==> src/rtl/line_rasterizer.sv <==
// line_rasterizer: Bresenham line drawer writing column-major pixels (y + V_RES*x) to the back buffer; define LINE_RASTER_CLIP_EN to suppress off-screen writes
module line_rasterizer #(
  parameter int NUMBER_COLORS = 9,
  parameter int H_RES = 320,
  parameter int V_RES = 240,
  localparam int CW = $clog2(NUMBER_COLORS) + 1,
  localparam int AW = $clog2(H_RES * V_RES)
) (
  input  logic          clk,
  input  logic          reset,
  input  logic          start,
  input  logic [8:0]    x0,
  input  logic [8:0]    x1,
  input  logic [7:0]    y0,
  input  logic [7:0]    y1,
  input  logic [CW-1:0] color,
  input  logic          stall,
  output logic          busy,
  output logic          done,
  output logic [AW-1:0] waddr,
  output logic [CW-1:0] din,
  output logic          we
);
  typedef enum logic [1:0] {IDLE, SETUP, DRAW, FIN} state_t;
  state_t             r_state;
  logic [8:0]         r_x0, r_x1, r_cx;
  logic [7:0]         r_y0, r_y1, r_cy;
  logic [CW-1:0]      r_col;
  logic [9:0]         r_dx;
  logic signed [9:0]  r_dy;
  logic signed [10:0] r_err;
  logic               r_sx, r_sy;
  logic [8:0]         w_adx;
  logic [7:0]         w_ady;
  logic signed [11:0] w_e2, w_dx12, w_dy12;
  logic signed [10:0] w_err_nx;
  logic               w_step_x, w_step_y, w_at_end, w_vis;
  logic [AW-1:0]      w_addr;
  // Step decision, next error term, pixel address and on-screen test for the current point
  always_comb begin
    w_adx    = (r_x1 >= r_x0) ? r_x1 - r_x0 : r_x0 - r_x1;
    w_ady    = (r_y1 >= r_y0) ? r_y1 - r_y0 : r_y0 - r_y1;
    w_e2     = {r_err, 1'b0};
    w_dx12   = {2'b0, r_dx};
    w_dy12   = {{2{r_dy[9]}}, r_dy};
    w_step_x = w_e2 >= w_dy12;
    w_step_y = w_e2 <= w_dx12;
    w_err_nx = r_err + (w_step_x ? {r_dy[9], r_dy} : 11'sd0) + (w_step_y ? {1'b0, r_dx} : 11'sd0);
    w_at_end = (r_cx == r_x1) && (r_cy == r_y1);
    w_addr   = AW'(r_cy) + AW'(r_cx) * AW'(V_RES);
`ifdef LINE_RASTER_CLIP_EN
    w_vis    = (32'(r_cx) < H_RES) && (32'(r_cy) < V_RES);
`else
    w_vis    = 1'b1;
`endif
  end
  // Control FSM: latch operands, set up Bresenham terms, emit one pixel per unstalled cycle, pulse done
  always_ff @(posedge clk) begin
    if (reset) begin
      r_state <= IDLE;
      busy    <= 1'b0;
      done    <= 1'b0;
      we      <= 1'b0;
      waddr   <= '0;
      din     <= '0;
    end else begin
      we   <= 1'b0;
      done <= 1'b0;
      case (r_state)
        IDLE: begin
          busy <= start;
          if (start) begin
            r_x0    <= x0;
            r_y0    <= y0;
            r_x1    <= x1;
            r_y1    <= y1;
            r_col   <= color;
            r_state <= SETUP;
          end
        end
        SETUP: begin
          r_dx    <= {1'b0, w_adx};
          r_dy    <= -{2'b0, w_ady};
          r_err   <= {2'b0, w_adx} - {3'b0, w_ady};
          r_sx    <= r_x0 < r_x1;
          r_sy    <= r_y0 < r_y1;
          r_cx    <= r_x0;
          r_cy    <= r_y0;
          r_state <= DRAW;
        end
        DRAW: begin
          if (!stall) begin
            waddr <= w_addr;
            din   <= r_col;
            we    <= w_vis;
            if (w_at_end) r_state <= FIN;
            else begin
              r_err <= w_err_nx;
              if (w_step_x) r_cx <= r_sx ? r_cx + 9'd1 : r_cx - 9'd1;
              if (w_step_y) r_cy <= r_sy ? r_cy + 8'd1 : r_cy - 8'd1;
            end
          end
        end
        FIN: begin
          done    <= 1'b1;
          r_state <= IDLE;
        end
      endcase
    end
  end
endmodule

==> config.mk <==
export PLATFORM = sky130hd
export DESIGN_NAME = line_rasterizer
export DESIGN_NICKNAME = d
export VERILOG_FILES = /design/src/rtl/line_rasterizer.sv
export SDC_FILE = /design/constraint.sdc
export NUM_CORES = 1
export LEC_CHECK = 0
export ABC_CLOCK_PERIOD_IN_PS = 5900
export CAP_MARGIN = 40
export CORE_MARGIN = 1
export CORE_UTILIZATION = 60
export CTS_CLUSTER_SIZE = 10
export DETAILED_ROUTE_END_ITERATION = 6
export GPL_TIMING_DRIVEN = 0
export PLACE_DENSITY = 0.82
export SYNTH_ARGS = -nofsm -noshare
export SYNTH_HDL_FRONTEND = slang
export SYNTH_SLANG_ARGS = --single-unit
==> constraint.sdc <==
create_clock -name clk -period 5.9 [get_ports clk]
set_clock_uncertainty 0.1 [all_clocks]
set_input_delay 1.77 -clock clk [delete_from_list [all_inputs] [get_ports clk]]
set_output_delay 1.77 -clock clk [all_outputs]
set_load 0.1 [all_outputs]
==> impl_metrics.ini, run 1 <==
[cts]
cts_root_buf = clkbuf_16
clock_sinks = 115
tritoncts = built
cts_htree_levels = 4
postCtsHoldBufs = 0
cts_buffer_depth = 2
post_cts_buffers = 0
clkTransAtPathRegs_ps = 60
clkLatencyLatePin_ps = 430
cts_buffers = 17
cts_resized = 0

[floorplan]
die_y_um = 123
initial_core_util = 0.623
core_area_um2 = 14000
dieArea_um2 = 15100
ios = 68
die_x_um = 123
rows = 43

[logic_synthesis]
syn_avg_cell_area_um2 = 10.1
ys.flop_type = edfxtp_1
yosys_warnings = 0
synthCells = 868
synth_nets = 1053
ys_seq_area_frac = 0.364
netlist_area_um2 = 8750
synth_edf_count = 88
yosys.cell_types.count = 62
ys_seq_elements = 115
async_reset_ff_frac = 0

[detailed_routing]
drc_errors = 0
drt_first_iter_violations = 524
ant_nets = 0
drtPass1Iterations = 5
vias_per_cell = 5.95
post_drt_wl_per_cell_um = 18.7
drt_wl_total_um = 22000
vias = 6996

[hold_path]
worstHoldPathType = reg2reg

[sta]
rsz0062_at_grt = false
finalSetupViolations = 0
period_share = 0.865
fmaxAchievable_mhz = 196
finalHoldViolations = 0
max_slew_margin = 0.470
maxSlewViolCount = 0
tns_ps = 0
period_minus_slack_ps = 5100
tightest_slew_ps = 795

[worst_setup_path]
crit_start = r_err[0]
path_max_fanout = 7
crit_type = reg2reg
critPathCapture = r_err[10]
r2r_end = r_err[10]
r2r_slack_ps = 800
worst_setup_path_start_kind = flop
cp.required_ps = 5960
ff2ff_path_depth = 19
r2r_start = r_err[0]
cp.arrival_ps = 5160
critPathCaptureType = flop

[cells_and_area]
layout_common_cells = ha_1 (109), inv_1 (91), edfxtp_1 (88)
drive_gt1_frac = 0.0843
area_growth_pct = 23.6
antennaDiodeCount = 0
mostFrequentLayoutCell = ha_1
final_nets = 1168

[global_routing]
first_global_vias = 7274
grt-busiest-layer = met2
grt_use_met3 = 0.0697
antenna_found_initial = 0
grt_usage = 0.315
grt.overflow.total = 0
use_met2 = 0.549
met1_usage = 0.357
grt_pass1_wl_um = 35300
grt_max_degree = 35

[placed_design]
gp_congestion = 0.933
numPortBuffers = 67
dp_hpwl_um = 16700

[run]
cap_violations = 0

[status]
status = finished, final reports clean
[state kept, by name (all words and copies together), names as in the netlist, 9 cells and up]
name / cells
r_dy: 10
r_x0: 9
waddr: 17
r_err: 11
r_x1: 9
r_cx: 9
r_dx: 9
[cell usage after synthesis (12+ instances only)]
| cell | count | area (um^2) |
|---|---|---|
| ha_1 | 109 | 1360 |
| nor2_1 | 35 | 131 |
| o21ai_0 | 51 | 255 |
| nor2b_1 | 16 | 100 |
| clkbuf_1 | 17 | 63.8 |
| inv_1 | 91 | 342 |
| edfxtp_1 | 88 | 2640 |
| and2_1 | 12 | 75.1 |
| a21oi_1 | 68 | 340 |
| a21o_1 | 24 | 180 |
| xor2_1 | 26 | 228 |
| a211oi_1 | 14 | 105 |
| xnor2_1 | 55 | 482 |
| nor3_1 | 12 | 60.1 |
| dfxtp_1 | 27 | 541 |
| nand2_1 | 78 | 293 |
| fa_1 | 33 | 661 |
[per-stage QoR]
stage / instance area [um^2] / hold slack, ps / util / setup WS [ps] / cells
final: 10800 / 362 / 0.770 / 797 / 1176
after global routing: 10800 / 392 / 0.770 / 349 / 1176
after CTS: 10800 / 362 / 0.770 / 790 / 1176
after detailed placement: 10200 / 353 / 0.725 / 869 / 1144
after global placement: 9650 / 340 / 0.687 / 85.4 / 1115
after floorplan: 8750 / 371 / - / 1420 / 868
[worst min path at each step]
stage / cells past startpoint / startpoint / end / slack, ps
3_3_place_gp: 2 / waddr[7] / waddr[7] / 340
6_report: 2 / waddr[3] / waddr[3] / 360
3_5_place_dp: 2 / busy / busy / 350
5_1_grt: 2 / waddr[8] / waddr[8] / 390
4_1_cts: 2 / waddr[3] / waddr[3] / 360
2_1_floorplan: 2 / r_col[0] / din[0] / 370
[worst max-delay path, cell delays in order (launching register included)]
cell,delay [ps]
edfxtp_1,430
ha_1,290
nor2b_1,180
o21a_1,130
o21ai_0,70
a21oi_1,170
o31a_1,140
o21ai_0,70
a211oi_1,560
buf_4,270
nor2_1,60
fa_1,500
ha_1,320
a21o_1,160
a21oi_1,220
o21ai_0,170
o41ai_1,500
o21ai_0,230
xnor2_1,180
o21ai_0,90
[metal layers]
layer  wire, um  vias to the layer above  share of wire
li1           -                     3268              -
met2      11500                      284           0.52
met5          0                        -              0
met3       1050                       77          0.048
met1       8510                     3367           0.39
met4        952                        0          0.043
[kinds of logic (layout without fill, tap and decap cells)]
group | after synthesis | in the layout | share of synthesized area
adder cells (fa/ha/maj) | 142 | 142 | 0.231
flip-flops | 115 | 115 | 0.364
AO/OA/AOI/OAI | 200 | 200 | 0.141
buffers and inverters | 113 | 241 | 0.0512
multiplexers | 17 | 17 | 0.0207
AND/OR/NAND/NOR | 200 | 200 | 0.111
XOR/XNOR | 81 | 81 | 0.0811
[cell type report]
cell class | instances | area (um^2)
multi-input cells | 640 | 5130
repair buffers | 96 | 1190
inverters | 91 | 342
clock buffers | 23 | 553
fillers | 877 | 3230
well taps | 180 | 225
plain buffers | 22 | 106
clock inverters | 9 | 82.6
flip-flops and latches | 115 | 3180
Power of run 1 is left out: the tool's default activity adds up to more than one toggle a clock period on the data nets, which glitch-free logic cannot reach.
==> inputs of run 2 (changes only) <==
- CORE_ASPECT_RATIO: not set -> 0.5
==> run 2 against run 1 <==
Effect of this change: clock-buffer cell count is 6 lower; via count hardly changed; die area is 0.19% higher; non-clock buffer count stayed put; routed wire length is 0.35% higher; design area is 1.3% lower.
==> impl_metrics.ini, run 2 (same netlist as run 1, synthesis figures left out) <==
[sta]
fin_hold_ws_ps = 364
finalHoldViolations = 0
tns_ps = 0
fmaxAchievable_mhz = 206
tightest_slew_ps = 819
maxSlewViolCount = 0
max_slew_margin = 0.454
period_minus_slack_ps = 4850
period_share = 0.822
finalSetupViolations = 0
rsz0062_at_grt = false

[cells_and_area]
largest_reg_flops = 17
mostFrequentLayoutCell = ha_1
antennaDiodeCount = 0
final_nets = 1168
fillCellCount = 854
layout_common_cells = ha_1 (109), inv_1 (91), edfxtp_1 (88)
area_growth_pct = 22.0
top_register = waddr
drive_gt1_frac = 0.0853
reg.largest.list = waddr (17), r_err (11), r_dy (10)
design_area_um2 = 10700

[status]
status = finished, final reports clean

[placed_design]
placed_cell_area_um2 = 10100
gp_congestion = 0.885
numPortBuffers = 67
dp_hpwl_um = 16700

[hold_path]
worstHoldPathType = reg2reg
holdPathStages = 2
hp-start = din[2]
holdPathEnd = din[2]

[global_routing]
use_met2 = 0.549
grt.overflow.total = 0
antenna_found_initial = 0
grt_max_degree = 33
first_global_vias = 7146
met1_usage = 0.364
grt_pass1_wl_um = 35500
grt_use_met3 = 0.0646
grt_usage = 0.308
grt-busiest-layer = met2

[detailed_routing]
ant_nets = 0
post_drt_wl_per_cell_um = 18.6
drc_errors = 0
vias_per_cell = 5.89
drt_wl_total_um = 22100
drtPass1Iterations = 7
drt_first_iter_violations = 540
vias = 7000

[floorplan]
die_x_um = 173
ios = 68
die_y_um = 87.4
rows = 30
core_area_um2 = 13900
dieArea_um2 = 15100
initial_core_util = 0.630

[cts]
cts_htree_levels = 4
clkLatencyLatePin_ps = 440
post_cts_buffers = 0
clock_sinks = 115
postCtsHoldBufs = 0
cts_root_buf = clkbuf_16
cts_resized = 0
clkTransAtPathRegs_ps = 70
tritoncts = built
cts_buffers = 17
cts_buffer_depth = 2

[worst_setup_path]
worst_setup_path_start_kind = flop
cp.required_ps = 6060
cp.arrival_ps = 5010
critPathCaptureType = flop
r2r_slack_ps = 1050
r2r_end = r_err[10]
crit_type = reg2reg
path_max_fanout = 10
r2r_start = r_x0[2]
ff2ff_path_depth = 18

[run]
cap_violations = 0
## run 2: cell count changes in the layout (fill, tap and decap cells not counted), sizes merged
cell | before | now
inv | 94 | 102
clkbuf | 42 | 36
bufinv | 1 | 0
clkinv | 4 | 3
## run 2: worst max path at each step
stage,startpoint,cells past startpoint,to,slack [ps]
4_1_cts,r_err[0],18,r_err[9],1050
5_1_grt,r_err[4],17,r_err[10],670
2_1_floorplan,r_err[0],19,r_err[9],1420
3_3_place_gp,reset,4,r_x0[8],40
6_report,r_x0[2],18,r_err[10],1050
3_5_place_dp,r_err[0],17,r_err[10],1060
## run 2: metal layers
metal  vias up  share of wire
met3        75          0.071
met4         0          0.030
met5         -              0
li1       3268              -
met2       295           0.49
met1      3362           0.41
## run 2: critical path, cell delays in order, from the launching register on
cell and delay, ps:
edfxtp_1 490, inv_1 80, ha_1 270, clkbuf_1 270, nand2_1 90, o21ai_0 230
a41oi_1 190, a21oi_2 310, buf_2 280, mux2_2 400, ha_1 270, nor2b_1 130
o21a_1 170, o21ai_0 300, a21oi_1 190, o21ai_0 230, nand2b_1 110, a2111o_1 450
o21ai_0 100
## run 2: area by class of cell
| class | count | area [um^2] | share of cell area |
|---|---|---|---|
| plain buffers | 22 | 106 | 0.00996 |
| clock buffers | 17 | 425 | 0.0399 |
| clock inverters | 15 | 155 | 0.0145 |
| inverters | 91 | 342 | 0.0320 |
| multi-input cells | 640 | 5130 | 0.481 |
| flip-flops and latches | 115 | 3180 | 0.298 |
| well taps | 192 | 240 | 0.0225 |
| repair buffers | 96 | 1090 | 0.102 |
## run 2: through the flow
stage,utilization,setup WS (ps),std cells
floorplan,-,1420,868
detailed placement,0.727,1060,1156
CTS,0.769,1050,1188
global placement,0.696,38.6,1127
finish,0.769,1050,1188
global route,0.769,668,1188
Power of run 2 is left out for the same reason.
